**config.mk**
```make
export PLATFORM = sky130hd
export DESIGN_NAME = channel_code_nco_flat
export DESIGN_NICKNAME = d
export VERILOG_FILES = /design/src/rtl/channel_code_nco_if.sv /design/src/rtl/channel_code_nco.sv /design/src/flat_wrapper.sv
export SDC_FILE = /design/constraint.sdc
export NUM_CORES = 1
export LEC_CHECK = 0
export ABC_AREA = 1
export BUFFER_PORTS_ARGS = -buffer_cell sky130_fd_sc_hd__clkbuf_2
export CAP_MARGIN = 20
export CORE_AREA = 4 4 180 182
export DETAILED_ROUTE_END_ITERATION = 10
export DIE_AREA = 0 0 184 186
export RECOVER_POWER = 25
export SYNTH_ARGS = -nofsm -noshare
export SYNTH_HDL_FRONTEND = slang
export SYNTH_SLANG_ARGS = --single-unit
export TNS_END_PERCENT = 1
```
**constraint.sdc**
```tcl
create_clock -name clk -period 20 [get_ports clk]
set_input_delay 4 -clock clk [delete_from_list [all_inputs] [get_ports clk]]
set_output_delay 4 -clock clk [all_outputs]
set_load 0.1 [all_outputs]
```
**src/rtl/channel_code_nco_if.sv**
```systemverilog
// Control/status bundle between the channel register file and the code NCO.
// Latency: pure wiring, no storage.
// Backpressure: none; every signal is a level or a single-cycle strobe.
interface channel_code_nco_if #(
    parameter int PHASE_WIDTH = 32,
    parameter int CHIP_WIDTH  = 32,
    parameter int EPOCH_WIDTH = 16
);
    logic                   enable;
    logic [PHASE_WIDTH-1:0] code_freq;
    logic                   freq_wr;
    logic [PHASE_WIDTH-1:0] phase_init;
    logic                   doinit;
    logic                   intr_pulse;
    logic                   prn_reset;
    logic                   shift;
    logic                   init_done;
    logic [PHASE_WIDTH-1:0] phase_latch;
    logic [CHIP_WIDTH-1:0]  chip_latch;
    logic [EPOCH_WIDTH-1:0] epoch_latch;
    logic                   latch_valid;

    // Register file / PRN stage side.
    modport master (
        output enable, code_freq, freq_wr, phase_init, doinit, intr_pulse, prn_reset,
        input  shift, init_done, phase_latch, chip_latch, epoch_latch, latch_valid
    );

    // NCO side.
    modport slave (
        input  enable, code_freq, freq_wr, phase_init, doinit, intr_pulse, prn_reset,
        output shift, init_done, phase_latch, chip_latch, epoch_latch, latch_valid
    );
endinterface

```
**src/rtl/channel_code_nco.sv**
```systemverilog
// Code NCO: phase accumulator emitting chip strobes, chip/epoch counters, intr_pulse snapshots.
// Latency: shift, init_done and latch_valid are registered, one clock after the causing edge.
// Backpressure: none; the downstream PRN stage must consume every shift strobe.
module channel_code_nco #(
    parameter int PHASE_WIDTH = 32,
    parameter int CHIP_WIDTH  = 32,
    parameter int EPOCH_WIDTH = 16
) (
    input  logic               clk,
    input  logic               reset,
    channel_code_nco_if.slave  bus
);

    logic [PHASE_WIDTH-1:0] acc;
    logic [PHASE_WIDTH-1:0] freq_reg;
    logic [CHIP_WIDTH-1:0]  chip_cnt;
    logic [EPOCH_WIDTH-1:0] epoch_cnt;
    logic                   shift_q;
    logic                   init_done_q;
    logic [PHASE_WIDTH-1:0] phase_latch_q;
    logic [CHIP_WIDTH-1:0]  chip_latch_q;
    logic [EPOCH_WIDTH-1:0] epoch_latch_q;
    logic                   latch_valid_q;

    // One extra bit so the accumulator overflow becomes the chip strobe.
    logic [PHASE_WIDTH:0]   sum;
    logic                   init_now;

    assign sum      = {1'b0, acc} + {1'b0, freq_reg};
    // No pending flag is kept: doinit is only looked at on the boundary strobe.
    assign init_now = bus.doinit & bus.intr_pulse;

    // Frequency word register; the add on the same edge still uses the old word.
    always_ff @(posedge clk or posedge reset) begin
        if (reset) begin
            freq_reg <= '0;
        end else if (bus.freq_wr) begin
            freq_reg <= bus.code_freq;
        end
    end

    // Phase accumulator and chip strobe; init overrides enable.
    always_ff @(posedge clk or posedge reset) begin
        if (reset) begin
            acc     <= '0;
            shift_q <= 1'b0;
        end else if (init_now) begin
            acc     <= bus.phase_init;
            shift_q <= 1'b0;
        end else if (bus.enable) begin
            acc     <= sum[PHASE_WIDTH-1:0];
            shift_q <= sum[PHASE_WIDTH];
        end else begin
            shift_q <= 1'b0;
        end
    end

    // Chip-within-period and epoch counters; prn_reset arrives together with a strobe.
    always_ff @(posedge clk or posedge reset) begin
        if (reset) begin
            chip_cnt  <= '0;
            epoch_cnt <= '0;
        end else if (init_now) begin
            chip_cnt  <= '0;
            epoch_cnt <= '0;
        end else if (bus.prn_reset) begin
            chip_cnt  <= '0;
            epoch_cnt <= epoch_cnt + 1'b1;
        end else if (shift_q) begin
            chip_cnt  <= chip_cnt + 1'b1;
        end
    end

    // Snapshot the pre-update register values on every boundary, init cycles included.
    always_ff @(posedge clk or posedge reset) begin
        if (reset) begin
            phase_latch_q <= '0;
            chip_latch_q  <= '0;
            epoch_latch_q <= '0;
            latch_valid_q <= 1'b0;
            init_done_q   <= 1'b0;
        end else begin
            latch_valid_q <= bus.intr_pulse;
            init_done_q   <= init_now;
            if (bus.intr_pulse) begin
                phase_latch_q <= acc;
                chip_latch_q  <= chip_cnt;
                epoch_latch_q <= epoch_cnt;
            end
        end
    end

    assign bus.shift       = shift_q;
    assign bus.init_done   = init_done_q;
    assign bus.phase_latch = phase_latch_q;
    assign bus.chip_latch  = chip_latch_q;
    assign bus.epoch_latch = epoch_latch_q;
    assign bus.latch_valid = latch_valid_q;

endmodule

```
**src/flat_wrapper.sv**
```systemverilog
// flat-port wrapper written by rule: the top's interface ports become plain ports
module channel_code_nco_flat 
#(
    parameter int PHASE_WIDTH = 32,
    parameter int CHIP_WIDTH  = 32,
    parameter int EPOCH_WIDTH = 16
)
  (clk, reset, bus_enable, bus_code_freq, bus_freq_wr, bus_phase_init, bus_doinit, bus_intr_pulse, bus_prn_reset, bus_shift, bus_init_done, bus_phase_latch, bus_chip_latch, bus_epoch_latch, bus_latch_valid);
  channel_code_nco_if #(.PHASE_WIDTH(PHASE_WIDTH), .CHIP_WIDTH(CHIP_WIDTH), .EPOCH_WIDTH(EPOCH_WIDTH)) bus_i ();
  input  logic clk;
  input  logic reset;
  input wire logic [$bits(bus_i.enable)-1:0] bus_enable;
  input wire logic [$bits(bus_i.code_freq)-1:0] bus_code_freq;
  input wire logic [$bits(bus_i.freq_wr)-1:0] bus_freq_wr;
  input wire logic [$bits(bus_i.phase_init)-1:0] bus_phase_init;
  input wire logic [$bits(bus_i.doinit)-1:0] bus_doinit;
  input wire logic [$bits(bus_i.intr_pulse)-1:0] bus_intr_pulse;
  input wire logic [$bits(bus_i.prn_reset)-1:0] bus_prn_reset;
  output wire logic [$bits(bus_i.shift)-1:0] bus_shift;
  output wire logic [$bits(bus_i.init_done)-1:0] bus_init_done;
  output wire logic [$bits(bus_i.phase_latch)-1:0] bus_phase_latch;
  output wire logic [$bits(bus_i.chip_latch)-1:0] bus_chip_latch;
  output wire logic [$bits(bus_i.epoch_latch)-1:0] bus_epoch_latch;
  output wire logic [$bits(bus_i.latch_valid)-1:0] bus_latch_valid;
  assign bus_i.enable = bus_enable;
  assign bus_i.code_freq = bus_code_freq;
  assign bus_i.freq_wr = bus_freq_wr;
  assign bus_i.phase_init = bus_phase_init;
  assign bus_i.doinit = bus_doinit;
  assign bus_i.intr_pulse = bus_intr_pulse;
  assign bus_i.prn_reset = bus_prn_reset;
  assign bus_shift = bus_i.shift;
  assign bus_init_done = bus_i.init_done;
  assign bus_phase_latch = bus_i.phase_latch;
  assign bus_chip_latch = bus_i.chip_latch;
  assign bus_epoch_latch = bus_i.epoch_latch;
  assign bus_latch_valid = bus_i.latch_valid;
  channel_code_nco #(.PHASE_WIDTH(PHASE_WIDTH), .CHIP_WIDTH(CHIP_WIDTH), .EPOCH_WIDTH(EPOCH_WIDTH)) u_core (.clk(clk), .reset(reset), .bus(bus_i));
endmodule
```
==> impl_metrics.csv <==
group,metric,value,unit
clock_tree,hold_buffers,0,
pwr,cellPowerDensity,139.5,mW/mm^2
finish,stdcell_area,0.01241,sq mm
flow_run,cap_violations,2,
timing,worst_pin_slew,5.115,ns
synthesis,synthArstFlopShare,100.0,%
drt,avgViaCountPerCell,4.697,
finish,final_cell_mix,"nand2_1, dfrtp_1, inv_1",
finish,multi_input_area,0.004890,sq mm
synthesis,synthCells,1307,
worst_setup_path,crit_buf_inv,3,
synthesis,syn_avg_cell_area,8.151,sq um
clock_tree,cts_tree,"built",
global_route,grt_pass1_vias,8726,
synthesis,syn-cell-area,0.01065,sq mm
timing,skew,0.01704,ns
die,row_count,64,
timing,slew_headroom,-242.9,%
timing,grt_setup_unrepaired,"no",
outcome,run_status,"finished with violations",
global_route,grt_use_total,16.51,%
timing,finalHoldViolations,0,
finish,diodes,0,
die,core-area,0.03059,sq mm
synthesis,yosys_most_used_dff,"dfrtp_1",
synthesis,synth_top_area_share,45.80,%
placement,post_dp_cell_area,0.01179,sq mm
clock_tree,clk_pin_slew,0.07,ns
finish,num-fill-cells,3137,
worst_setup_path,cp.required,20.38,ns
die,ioPinCount,154,
drt,antenna_left,0,
finish,utilization,40.58,%
worst_setup_path,reg2reg_from,"u_core.acc[0]",
worst_setup_path,crit_slowest_cell,"clkbuf_1",
global_route,grt_max_degree,118,
finish,final_common_cell,"nand2_1",
clock_tree,cts_setup_buffers,0,
clock_tree,clock_latency,0.44,ns
timing,period_needed,8.445,ns
timing,setup_viol,0,
clock_tree,cts_max_path_buffers,2,
pwr,ir_drop,0.00008767,V
drt,wl_per_cell,14.68,um
worst_setup_path,path_class,"input port to flop",
global_route,overflow,0,
worst_setup_path,crit_family,"buffers and inverters",
drt,drc,0,
drt,dr.first_iter.drc_count,392,
die,start_util,34.83,%
synthesis,synth_edf_count,0,
global_route,antenna_found_initial,0,
clock_tree,cts_resized,0,
worst_setup_path,crit_arrival,8.82,ns
worst_setup_path,max_stage_delay,1.87,ns
timing,timing.hold.ws,0.4700,ns
clock_tree,cts-root-buf,"clkbuf_16",
synthesis,yosys_warnings,0,
worst_setup_path,crit_cells,8,
drt,wl,27270,um
synthesis,yosysTopAreaCell,"dfrtp_1",
placement,place_congestion,0.8813,
drt,num_vias,8723,
worst_setup_path,cp_cell_sequence,"clkbuf_1 -> nand2_4 -> inv_2 -> nor2_2 -> inv_1 -> o21ai_0 -> o21bai_1 -> nand2_1",
synthesis,synth_seq_area_share,45.80,%
worst_setup_path,r2r_cells,12,
placement,dpl.hpwl,20480,um
synthesis,synthesis.nets,1413,
worst_setup_path,r2r_slack,17.60,ns
hold_path,hold_path.class,"flop to flop",
synthesis,synth.ff_latch_count,195,
worst_setup_path,worstSetupStartpoint,"bus_intr_pulse",
finish,syn2layout_area_growth,16.52,%
worst_setup_path,cp-end-kind,"flop",
worst_setup_path,r2r-end,"u_core.acc[28]",
worst_setup_path,critPathMaxFanout,59,
outcome,violations,"max-capacitance violations, max-slew violations",
timing,totalNegativeSetupSlack,0,ns
die,dieArea,0.03422,sq mm
clock_tree,cts_buffers,17,
pwr,total_power,1.731,mW
worst_setup_path,critical_path.endpoint,"u_core.acc[17]",
worst_setup_path,crit_path_start_kind,"input port",
finish,layout-drive-gt1-share,20.81,%
timing,maxSlewViolCount,165,
timing,fmax,0.1184,GHz
die,die_x,184,um
pwr,p_leak,6.510,nW
drt,drt-pass1-iter-count,5,
placement,port_buffers,153,
clock_tree,cts_max_level,4,
global_route,grt_pass1_wl,45170,um
clock_tree,clock-sinks,195,
finish,final_net_count,1554,
die,dieHeight,186,um
synthesis,synth.area.top_cells,"dfrtp_1, nand2_1, mux2_2",
synthesis,ys_types,45,
timing,min_period_over_period,42.23,%
finish,regArea,0.004880,sq mm
## cell type report
| class | count | area share [%] |
|---|---|---|
| multi-input cells | 883 | 39.39 |
| flip-flops and latches | 195 | 39.31 |
| repair buffers | 157 | 6.561 |
| inverters | 194 | 5.896 |
| well taps | 396 | 3.991 |
| clock buffers | 18 | 3.538 |
| clock inverters | 14 | 1.320 |
## metrics by stage
stage                     std cells  worst slack, ns
after floorplan                1307            10.69
after global placement         1824            13.19
after detailed placement       1824            13.08
after CTS                      1856            13.55
after global routing           1857            10.90
final                          1857            11.55
## worst min path at each step
stage / start / end / depth (start not counted)
2_1_floorplan: u_core.epoch_cnt[15] / u_core.epoch_cnt[15] / 1
3_3_place_gp: u_core.epoch_cnt[3] / u_core.epoch_cnt[3] / 1
3_5_place_dp: u_core.epoch_cnt[3] / u_core.epoch_cnt[3] / 1
4_1_cts: u_core.epoch_cnt[3] / u_core.epoch_cnt[3] / 1
5_1_grt: u_core.epoch_cnt[15] / u_core.epoch_cnt[15] / 1
6_report: u_core.epoch_cnt[3] / u_core.epoch_cnt[3] / 1
## layer usage
layer	track usage, %	part of all wire [%]
met3	3.361	4.3
met5	0	0
met2	25.92	45
met1	23.16	49
met4	4.880	2.0
## synthesized netlist by cell type, types with 2 or more instances
| cell type | instances |
|---|---|
| a211oi_1 | 2 |
| a21oi_1 | 84 |
| a31oi_1 | 3 |
| and3_1 | 2 |
| buf_1 | 10 |
| buf_2 | 7 |
| clkbuf_1 | 16 |
| dfrtp_1 | 195 |
| ha_1 | 34 |
| inv_1 | 190 |
| inv_2 | 3 |
| mux2_2 | 80 |
| nand2_1 | 338 |
| nand2_2 | 3 |
| nand2_4 | 5 |
| nand3_1 | 60 |
| nand3_2 | 2 |
| nand4_1 | 9 |
| nand4_2 | 2 |
| nor2_1 | 114 |
| nor2_2 | 6 |
| nor2_4 | 8 |
| nor3_1 | 31 |
| o211ai_1 | 2 |
| o21ai_0 | 64 |
| o21ai_1 | 2 |
| o21bai_1 | 6 |
| xnor2_1 | 3 |
| xor2_1 | 10 |
## logic make-up after synthesis
kind of cell	count (synthesis)	share of synthesized area (%)
simple gates	588	23.98
buf+inv	229	8.303
flops	195	45.80
compound gates	167	8.209
mux	80	8.456
fa+ha+maj	35	4.181
xor+xnor	13	1.069
## report_power, final
| part | switching, mW | internal (mW) | total, mW |
|---|---|---|---|
| Sequential | 0.0574 | 0.472 | 0.530 |
| Clock | 0.173 | 0.182 | 0.355 |
| Combinational | 0.629 | 0.218 | 0.847 |
| Total | 0.860 | 0.871 | 1.73 |
## worst reg2reg max path: cells and delay by family, from the launching register on
kind / cells / cell delay [ns]
adder cells (fa/ha/maj): 2 / 0.70
flip-flops: 1 / 0.40
AND/OR/NAND/NOR: 10 / 1.16
Note: power is estimated with default switching activity, not from simulation.
